$ cat src/rtl/scale_pkg.sv
// Shared parameters and FSM encoding for the scaler coordinate generator.
// Modules take these values as the defaults for their own parameters.
package scale_pkg;

    localparam int CW = 12;
    localparam int FB = 16;
    localparam int WB = 9;

    typedef enum logic [1:0] {
        ST_IDLE = 2'd0,
        ST_INIT = 2'd1,
        ST_RUN  = 2'd2
    } state_t;

endpackage

$ cat src/rtl/coord_clamp.sv
// Turns a signed fixed-point source position into a pair of source indices
// and the two interpolation weights, clamped to the source line.
module coord_clamp #(
    parameter int CW = scale_pkg::CW,
    parameter int FB = scale_pkg::FB,
    parameter int WB = scale_pkg::WB
) (
    input  logic signed [CW+FB:0] acc,
    input  logic [CW-1:0]         src_w,
    output logic [CW-1:0]         x0,
    output logic [CW-1:0]         x1,
    output logic [WB-1:0]         w0,
    output logic [WB-1:0]         w1
);

    localparam logic [WB-1:0] UNITY = WB'(256);

    logic [CW-1:0] int_part;
    logic [CW-1:0] last_idx;
    logic [7:0]    frac;
    logic          unused_low_frac;

    assign int_part        = acc[CW+FB-1:FB];
    assign frac            = acc[FB-1:FB-8];
    assign last_idx        = src_w - CW'(1);
    // Only the top 8 fractional bits form the weight.
    assign unused_low_frac = ^acc[FB-9:0];

    always_comb begin
        x0 = '0;
        x1 = '0;
        w1 = '0;
        if (!acc[CW+FB]) begin
            if (int_part >= last_idx) begin
                x0 = last_idx;
                x1 = last_idx;
            end else begin
                x0 = int_part;
                x1 = int_part + CW'(1);
                w1 = WB'(frac);
            end
        end
    end

    assign w0 = UNITY - w1;

endmodule

$ cat src/rtl/scale_coord_gen.sv
// Per-line source coordinate / weight generator for a horizontal scaler.
// One start pulse yields dst_w registered tuples under valid/ready flow control.
module scale_coord_gen #(
    parameter int CW = scale_pkg::CW,
    parameter int FB = scale_pkg::FB,
    parameter int WB = scale_pkg::WB
) (
    input  logic             clk,
    input  logic             rst_n,
    input  logic             start,
    input  logic [CW-1:0]    src_w,
    input  logic [CW-1:0]    dst_w,
    input  logic [CW+FB-1:0] step,
    output logic             o_valid,
    input  logic             o_ready,
    output logic [CW-1:0]    o_x0,
    output logic [CW-1:0]    o_x1,
    output logic [WB-1:0]    o_w0,
    output logic [WB-1:0]    o_w1,
    output logic             o_last,
    output logic             busy
);

    import scale_pkg::state_t;
    import scale_pkg::ST_IDLE;
    import scale_pkg::ST_INIT;
    import scale_pkg::ST_RUN;

    localparam int AW = CW + FB + 1;
    localparam logic signed [AW-1:0] CENTRE =
        $signed({{(CW+1){1'b0}}, 1'b1, {(FB-1){1'b0}}});

    state_t state_reg, state_next;

    logic [CW-1:0]    src_w_reg;
    logic [CW-1:0]    dst_w_reg;
    logic [CW+FB-1:0] step_reg;
    logic [CW-1:0]    n_reg;

    logic signed [AW-1:0] acc_reg;
    logic signed [AW-1:0] half_step;
    logic signed [AW-1:0] init_acc;
    logic signed [AW-1:0] acc_step;
    logic signed [AW-1:0] acc_sel;

    logic [CW-1:0] cl_x0, cl_x1;
    logic [WB-1:0] cl_w0, cl_w1;
    logic [CW-1:0] n_inc;
    logic [CW-1:0] last_n;
    logic          handshake;
    logic          launch;

    assign half_step = $signed({2'b00, step_reg[CW+FB-1:1]});
    assign init_acc  = half_step - CENTRE;
    assign acc_step  = acc_reg + $signed({1'b0, step_reg});
    // Output registers always load the position of the tuple about to be shown.
    assign acc_sel   = (state_reg == ST_INIT) ? init_acc : acc_step;

    assign n_inc     = n_reg + CW'(1);
    assign last_n    = dst_w_reg - CW'(1);
    assign handshake = o_valid && o_ready;
    assign launch    = (state_reg == ST_IDLE) && start && (dst_w != '0);
    assign busy      = (state_reg != ST_IDLE);

    coord_clamp #(
        .CW(CW),
        .FB(FB),
        .WB(WB)
    ) u_clamp (
        .acc  (acc_sel),
        .src_w(src_w_reg),
        .x0   (cl_x0),
        .x1   (cl_x1),
        .w0   (cl_w0),
        .w1   (cl_w1)
    );

    always_ff @(posedge clk or negedge rst_n) begin
        if (!rst_n) begin
            state_reg <= ST_IDLE;
        end else begin
            state_reg <= state_next;
        end
    end

    always_comb begin
        state_next = state_reg;
        case (state_reg)
            ST_IDLE: if (launch) state_next = ST_INIT;
            ST_INIT: state_next = ST_RUN;
            ST_RUN:  if (handshake && o_last) state_next = ST_IDLE;
            default: state_next = ST_IDLE;
        endcase
    end

    always_ff @(posedge clk or negedge rst_n) begin
        if (!rst_n) begin
            src_w_reg <= '0;
            dst_w_reg <= '0;
            step_reg  <= '0;
            acc_reg   <= '0;
            n_reg     <= '0;
            o_valid   <= 1'b0;
            o_last    <= 1'b0;
            o_x0      <= '0;
            o_x1      <= '0;
            o_w0      <= '0;
            o_w1      <= '0;
        end else begin
            case (state_reg)
                ST_IDLE: begin
                    if (launch) begin
                        src_w_reg <= src_w;
                        dst_w_reg <= dst_w;
                        step_reg  <= step;
                    end
                end
                ST_INIT: begin
                    acc_reg <= init_acc;
                    n_reg   <= '0;
                    o_valid <= 1'b1;
                    o_last  <= (dst_w_reg == CW'(1));
                    o_x0    <= cl_x0;
                    o_x1    <= cl_x1;
                    o_w0    <= cl_w0;
                    o_w1    <= cl_w1;
                end
                ST_RUN: begin
                    if (handshake) begin
                        if (o_last) begin
                            o_valid <= 1'b0;
                            o_last  <= 1'b0;
                        end else begin
                            acc_reg <= acc_step;
                            n_reg   <= n_inc;
                            o_last  <= (n_inc == last_n);
                            o_x0    <= cl_x0;
                            o_x1    <= cl_x1;
                            o_w0    <= cl_w0;
                            o_w1    <= cl_w1;
                        end
                    end
                end
                default: begin
                    o_valid <= 1'b0;
                    o_last  <= 1'b0;
                end
            endcase
        end
    end

endmodule

$ cat config.mk
export PLATFORM = sky130hd
export DESIGN_NAME = scale_coord_gen
export DESIGN_NICKNAME = d
export VERILOG_FILES = /design/src/rtl/scale_pkg.sv /design/src/rtl/coord_clamp.sv /design/src/rtl/scale_coord_gen.sv
export SDC_FILE = /design/constraint.sdc
export NUM_CORES = 1
export LEC_CHECK = 0
export ABC_AREA = 1
export BUFFER_PORTS_ARGS = -buffer_cell sky130_fd_sc_hd__buf_2
export CAP_MARGIN = 20
export CORE_MARGIN = 5
export CORE_UTILIZATION = 55
export CTS_BUF_LIST = sky130_fd_sc_hd__clkbuf_16
export CTS_CLUSTER_DIAMETER = 150
export DETAILED_ROUTE_END_ITERATION = 6
export PLACE_DENSITY = 0.74
export SYNTH_ARGS = -nofsm -noshare
export SYNTH_HDL_FRONTEND = slang
export SYNTH_HIERARCHICAL = 1
export SYNTH_SLANG_ARGS = --single-unit
$ cat constraint.sdc
create_clock -name clk -period 8.57 [get_ports clk]
set_clock_uncertainty 0.2 [all_clocks]
set_input_delay 0.4285 -clock clk [delete_from_list [all_inputs] [get_ports clk]]
set_output_delay 0.4285 -clock clk [all_outputs]
set_load 0.01 [all_outputs]
* After elaboration in Yosys (flattened, before gate mapping)
Cells that the tools add are included.
Storage, ports and cells: register bits after elaboration 139, input bits 56, output and inout port bits 45
Operators by class: add/subtract/negate cells 7, magnitude comparators 1, eq/ne operators 9, multiplexer cells 34, bitwise operators 1, reduce and logical (&&, ||, !) cells 13
Operators by type and width (count):
- two-way mux 12 bit | 10
- two-way mux 29 bit | 3
- case mux 12 bit (2 select lines) | 3
- case mux 29 bit (2 select lines) | 1
- two-way mux 9 bit | 5
- case mux 9 bit (2 select lines) | 2
- adder 29 bit | 1
- subtractor 27 x 16 -> 28 bit, second input constant | 1
- adder 12 x 1 -> 12 bit, second input constant | 2
- subtractor 12 x 1 -> 12 bit, second input constant | 2
- == test 12 x 1 -> 1 bit, second input constant | 1
- == test 12 bit | 1
- >= comparator 12 bit | 1
- nonzero test 12 bit | 1
- != test 2 bit, second input constant | 5
- subtractor 9 bit, first input constant | 1
- two-way mux 8 bit | 1
- case mux 1 bit (3 select lines) | 2
- case mux 2 bit (3 select lines) | 1
- AND reduction 2 bit | 3
- AND reduction 3 bit | 2
- logical AND 1 bit | 4
- two-way mux 1 bit | 4
- two-way mux 2 bit | 2
- 5 further kinds | 6

* Depth between registers and ports, before layout
word-level depth 9, mapped depth 30, depth with buffers taken out 29

* Cells and area by module
The synthesis kept the hierarchy.
Modules (own cells, without submodules):
- scale_coord_gen | instances 1, cells each 1214, area each 8682.1 µm², seq. area each 3478.3 µm²
- coord_clamp | instances 1, cells each 233, area each 1258.7 µm², seq. area each 0.0 µm²

* Worst setup path before layout
No wires, ideal clock.
kind register -> register, from register step_reg[0], to register o_w0[2], arrival time 3.511 ns, data required time 8.253 ns, path slack 4.742 ns, cell stages (with the launch flop) 26, buffers on the path 1, clock period less this slack 3.828 ns, path through dfrtp_1 ha_1 fa_1 nand3_1 nand2_1 nand3_1 nand2_1 nand2_1 nand2_1 nand2_1 nand3_1 a31oi_1 ha_1 nand2_1 inv_1 nand2_1 nand2_1 a21oi_2 nand2_4 buf_4 nor2_1 inv_1 ha_1 xnor2_1 nand2_1 nand2_1
On the way: longest elaborated chain between the ends 9
Ends and longest elaborated chain:
- start, declared | RTL line scale_coord_gen.sv:37 | logic [CW+FB-1:0] step_reg;
- start signal, assigned | RTL line scale_coord_gen.sv:115 | step_reg <= step;
- adder 29 bit (*) | RTL line scale_coord_gen.sv:55 | assign acc_step = acc_reg + $signed({1'b0, step_reg});
- two-way mux 29 bit (*) | RTL line scale_coord_gen.sv:57 | assign acc_sel = (state_reg == ST_INIT) ? init_acc : acc_step;
- via acc_sel[26] | RTL line scale_coord_gen.sv:44 | logic signed [AW-1:0] acc_sel;
- >= comparator 12 bit (*) | RTL line coord_clamp.sv:34 | if (int_part >= last_idx) begin
- two-way mux 8 bit (*) | RTL line coord_clamp.sv:34
- two-way mux 9 bit (*) | RTL line coord_clamp.sv:33 | if (!acc[CW+FB]) begin
- subtractor 9 bit (*) | RTL line coord_clamp.sv:45 | assign w0 = UNITY - w1;
- via cl_w0[2] | RTL line scale_coord_gen.sv:47 | logic [WB-1:0] cl_w0, cl_w1;
- two-way mux 9 bit | RTL line scale_coord_gen.sv:130 | if (o_last) begin
- two-way mux 9 bit | RTL line scale_coord_gen.sv:129 | if (handshake) begin
- case mux 9 bit (2 select lines) (*) | RTL line scale_coord_gen.sv:110 | case (state_reg)
- end signal, assigned | RTL line scale_coord_gen.sv:125 | o_w0 <= cl_w0;
- end signal, assigned | RTL line scale_coord_gen.sv:139 | o_w0 <= cl_w0;
- end, declared | RTL line scale_coord_gen.sv:18 | output logic [WB-1:0] o_w0,
The timed path passes the listed nets; every way through them passes the cells marked *. The select of a mux whose other input is x is not followed. A chain may end at the register's enable or synchronous reset.

* Worst setup path after layout
from register state_reg[1], to register o_w0[4]
On the way: longest elaborated chain between the ends 9
Ends and longest elaborated chain:
- start, declared | RTL line scale_coord_gen.sv:33 | state_t state_reg, state_next;
- start signal, assigned | RTL line scale_coord_gen.sv:82 | state_reg <= state_next;
- == test 2 x 1 -> 1 bit (*) | RTL line scale_coord_gen.sv:57
- two-way mux 29 bit (*) | RTL line scale_coord_gen.sv:57
- via acc_sel[23] | RTL line scale_coord_gen.sv:44
- >= comparator 12 bit (*) | RTL line coord_clamp.sv:34
- two-way mux 8 bit (*) | RTL line coord_clamp.sv:34
- two-way mux 9 bit (*) | RTL line coord_clamp.sv:33
- subtractor 9 bit (*) | RTL line coord_clamp.sv:45
- via cl_w0[4] | RTL line scale_coord_gen.sv:47
- two-way mux 9 bit | RTL line scale_coord_gen.sv:130
- two-way mux 9 bit | RTL line scale_coord_gen.sv:129
- case mux 9 bit (2 select lines) (*) | RTL line scale_coord_gen.sv:110
Marks and branches as above.

==> impl_metrics.py <==
metrics = {
    "status": {
        "status": "finished, final reports clean",
    },
    "cts": {
        "clk_pin_slew_worst_paths_ns": 0.07,
        "numClockSinks": 139,
        "h-tree-depth": 4,
        "root_buffer": "clkbuf_16",
        "tritoncts": "built",
        "numCtsBuffers": 17,
        "clock_path_buffers": 2,
        "clock_latency_ns": 0.44,
    },
    "route": {
        "route.detailed.drc": 0,
        "routed_wl_mm": 27.1,
        "via_per_inst": 5.47,
        "wire_per_inst_um": 15.5,
        "vias": 9568,
        "drt-initial-drc-count": 799,
        "drt_pass1_iterations": 6,
        "detail-route-antenna-nets": 0,
    },
    "timing": {
        "slew_headroom_pct": 41.5,
        "maxSlewViolCount": 0,
        "hold_viol_final": 0,
        "min_period_ns": 4.73,
        "grt_setup_unrepaired": "no",
        "max_freq_ghz": 0.211,
        "final-setup-viol-count": 0,
        "fin_crit_sh_pct": 55.2,
        "worstMarginPinSlew_ns": 0.878,
        "finalSetupTns_ns": 0,
    },
    "hold_path": {
        "hold_path_class": "in -> reg",
    },
    "critical_path": {
        "cp.arrival_ns": 4.90,
        "reg2reg_slack_ns": 3.84,
        "crit_required_ns": 8.74,
        "end_kind": "flip-flop",
        "path_max_fanout": 30,
        "start_kind": "flip-flop",
        "setup.worst_path.class": "reg -> reg",
    },
    "final_layout": {
        "syn2layout_area_growth_pct": 12.0,
        "n_antenna_cell": 0,
        "layout.nets": 1616,
        "fillCellCount": 1666,
        "seqCellArea_um2": 3480,
        "multi_input_area_um2": 5640,
        "drive_gt1_share_pct": 13.5,
        "largest_reg_flops": 29,
        "final_cell_count_no_fill": 1750,
    },
    "placed_design": {
        "hpwl_mm": 20.3,
        "portBuffers": 100,
        "gp_congestion": 0.962,
        "dp.cells": 1717,
    },
    "yosys": {
        "synth_warnings": 6,
        "syn_area_um2": 9870,
        "syn_nets": 1537,
        "syn_area_per_cell_um2": 6.90,
        "syn_inst": 1429,
    },
    "global_routing": {
        "antenna_found_initial": 0,
        "grt_usage_pct": 26.7,
        "overflow": 0,
        "grt_max_degree": 92,
        "grt_pass1_vias": 8940,
        "grt_pass1_wl_mm": 44.3,
    },
    "floorplan": {
        "std_cell_rows": 49,
        "die_h_um": 144,
        "io_pins": 101,
        "die_area_um2": 20700,
        "fp.coreArea_um2": 17800,
        "fp.dieW_um": 144,
        "start_util_pct": 55.3,
    },
    "job": {
        "maxCapViolations": 0,
    },
}
==> worst max-delay path: stages (launching register included) <==
cell and delay, ns:
dfrtp_1 0.37, inv_1 0.11, ha_1 0.57, clkinv_1 0.83, o21ai_0 0.66, ha_1 0.33, nand2_1 0.06, inv_1 0.05
nand2_1 0.06, nand2_1 0.06, a21oi_2 0.21, nand2_4 0.20, nor2_1 0.24, inv_1 0.07, ha_1 0.27, nand2_1 0.09
nand2_1 0.05, nand2_1 0.05, nand2_1 0.05, nand2_1 0.10
==> per-layer routing <==
layer	vias to the layer above	GRT usage (%)	share of wire, %
met5	-	0	0
met4	0	8.28	2.3
met3	56	5.29	6.4
met2	276	42.1	44
met1	4472	37.3	47
li1	4764	-	-
==> worst paths after layout <==
path | startpoint | end | depth (start not counted)
max | state_reg[1] | o_w0[4] | 19
min | src_w[4] | src_w_reg[4] | 2
max reg2reg | state_reg[1] | o_w0[4] | 19
min reg2reg | o_w0[0] | o_w0[0] | 2
max in group asynchronous | rst_n | step_reg[3] | 3
min in group asynchronous | rst_n | dst_w_reg[0] | 2
==> cell type report <==
class                           instances  area share, %
Inverter                              142           4.82
Sequential cell                       139           31.5
Multi-Input combinational cell       1102           51.1
Clock buffer                           17           3.85
Timing Repair Buffer                  106           5.02
Tap cell                              229           2.59
Clock inverter                         15           1.14
==> through the flow <==
stage	hold slack, ns	utilization [%]	worst slack [ns]	cell area [um2]
2_1_floorplan	-0.0671	-	4.74	9870
3_3_place_gp	0.251	58.8	4.11	10500
3_5_place_dp	0.254	58.8	3.87	10500
4_1_cts	0.0122	61.9	3.88	11000
5_1_grt	0.00942	61.9	3.34	11000
6_report	0.0173	61.9	3.84	11000
==> repair_timing <==
action,4_1_cts,5_1_grt
endpoints found under the hold margin,90,0
resized for setup,0,0
buffers inserted,0,0
hold buffers,1,0
==> layout by cell type, fill, tap and decap left out, types with 6 or more instances in the layout <==
master and instances:
o21ai_0 46, a31oi_1 7, nand3_1 93, nand2_2 6, buf_2 99, inv_2 8
nand4_1 21, inv_1 136, xor2_1 22, a21oi_1 110, nor2_2 7, o22ai_1 8
nor3_1 11, mux2_2 25, ha_1 51, dfrtp_1 139, clkbuf_16 17, o21ai_1 14
xnor2_1 14, nand2_1 480, nor2_1 145, or2_2 7
Power is left out: the tool's default activity adds up to more than one toggle a clock period on the data nets, which glitch-free logic cannot reach.
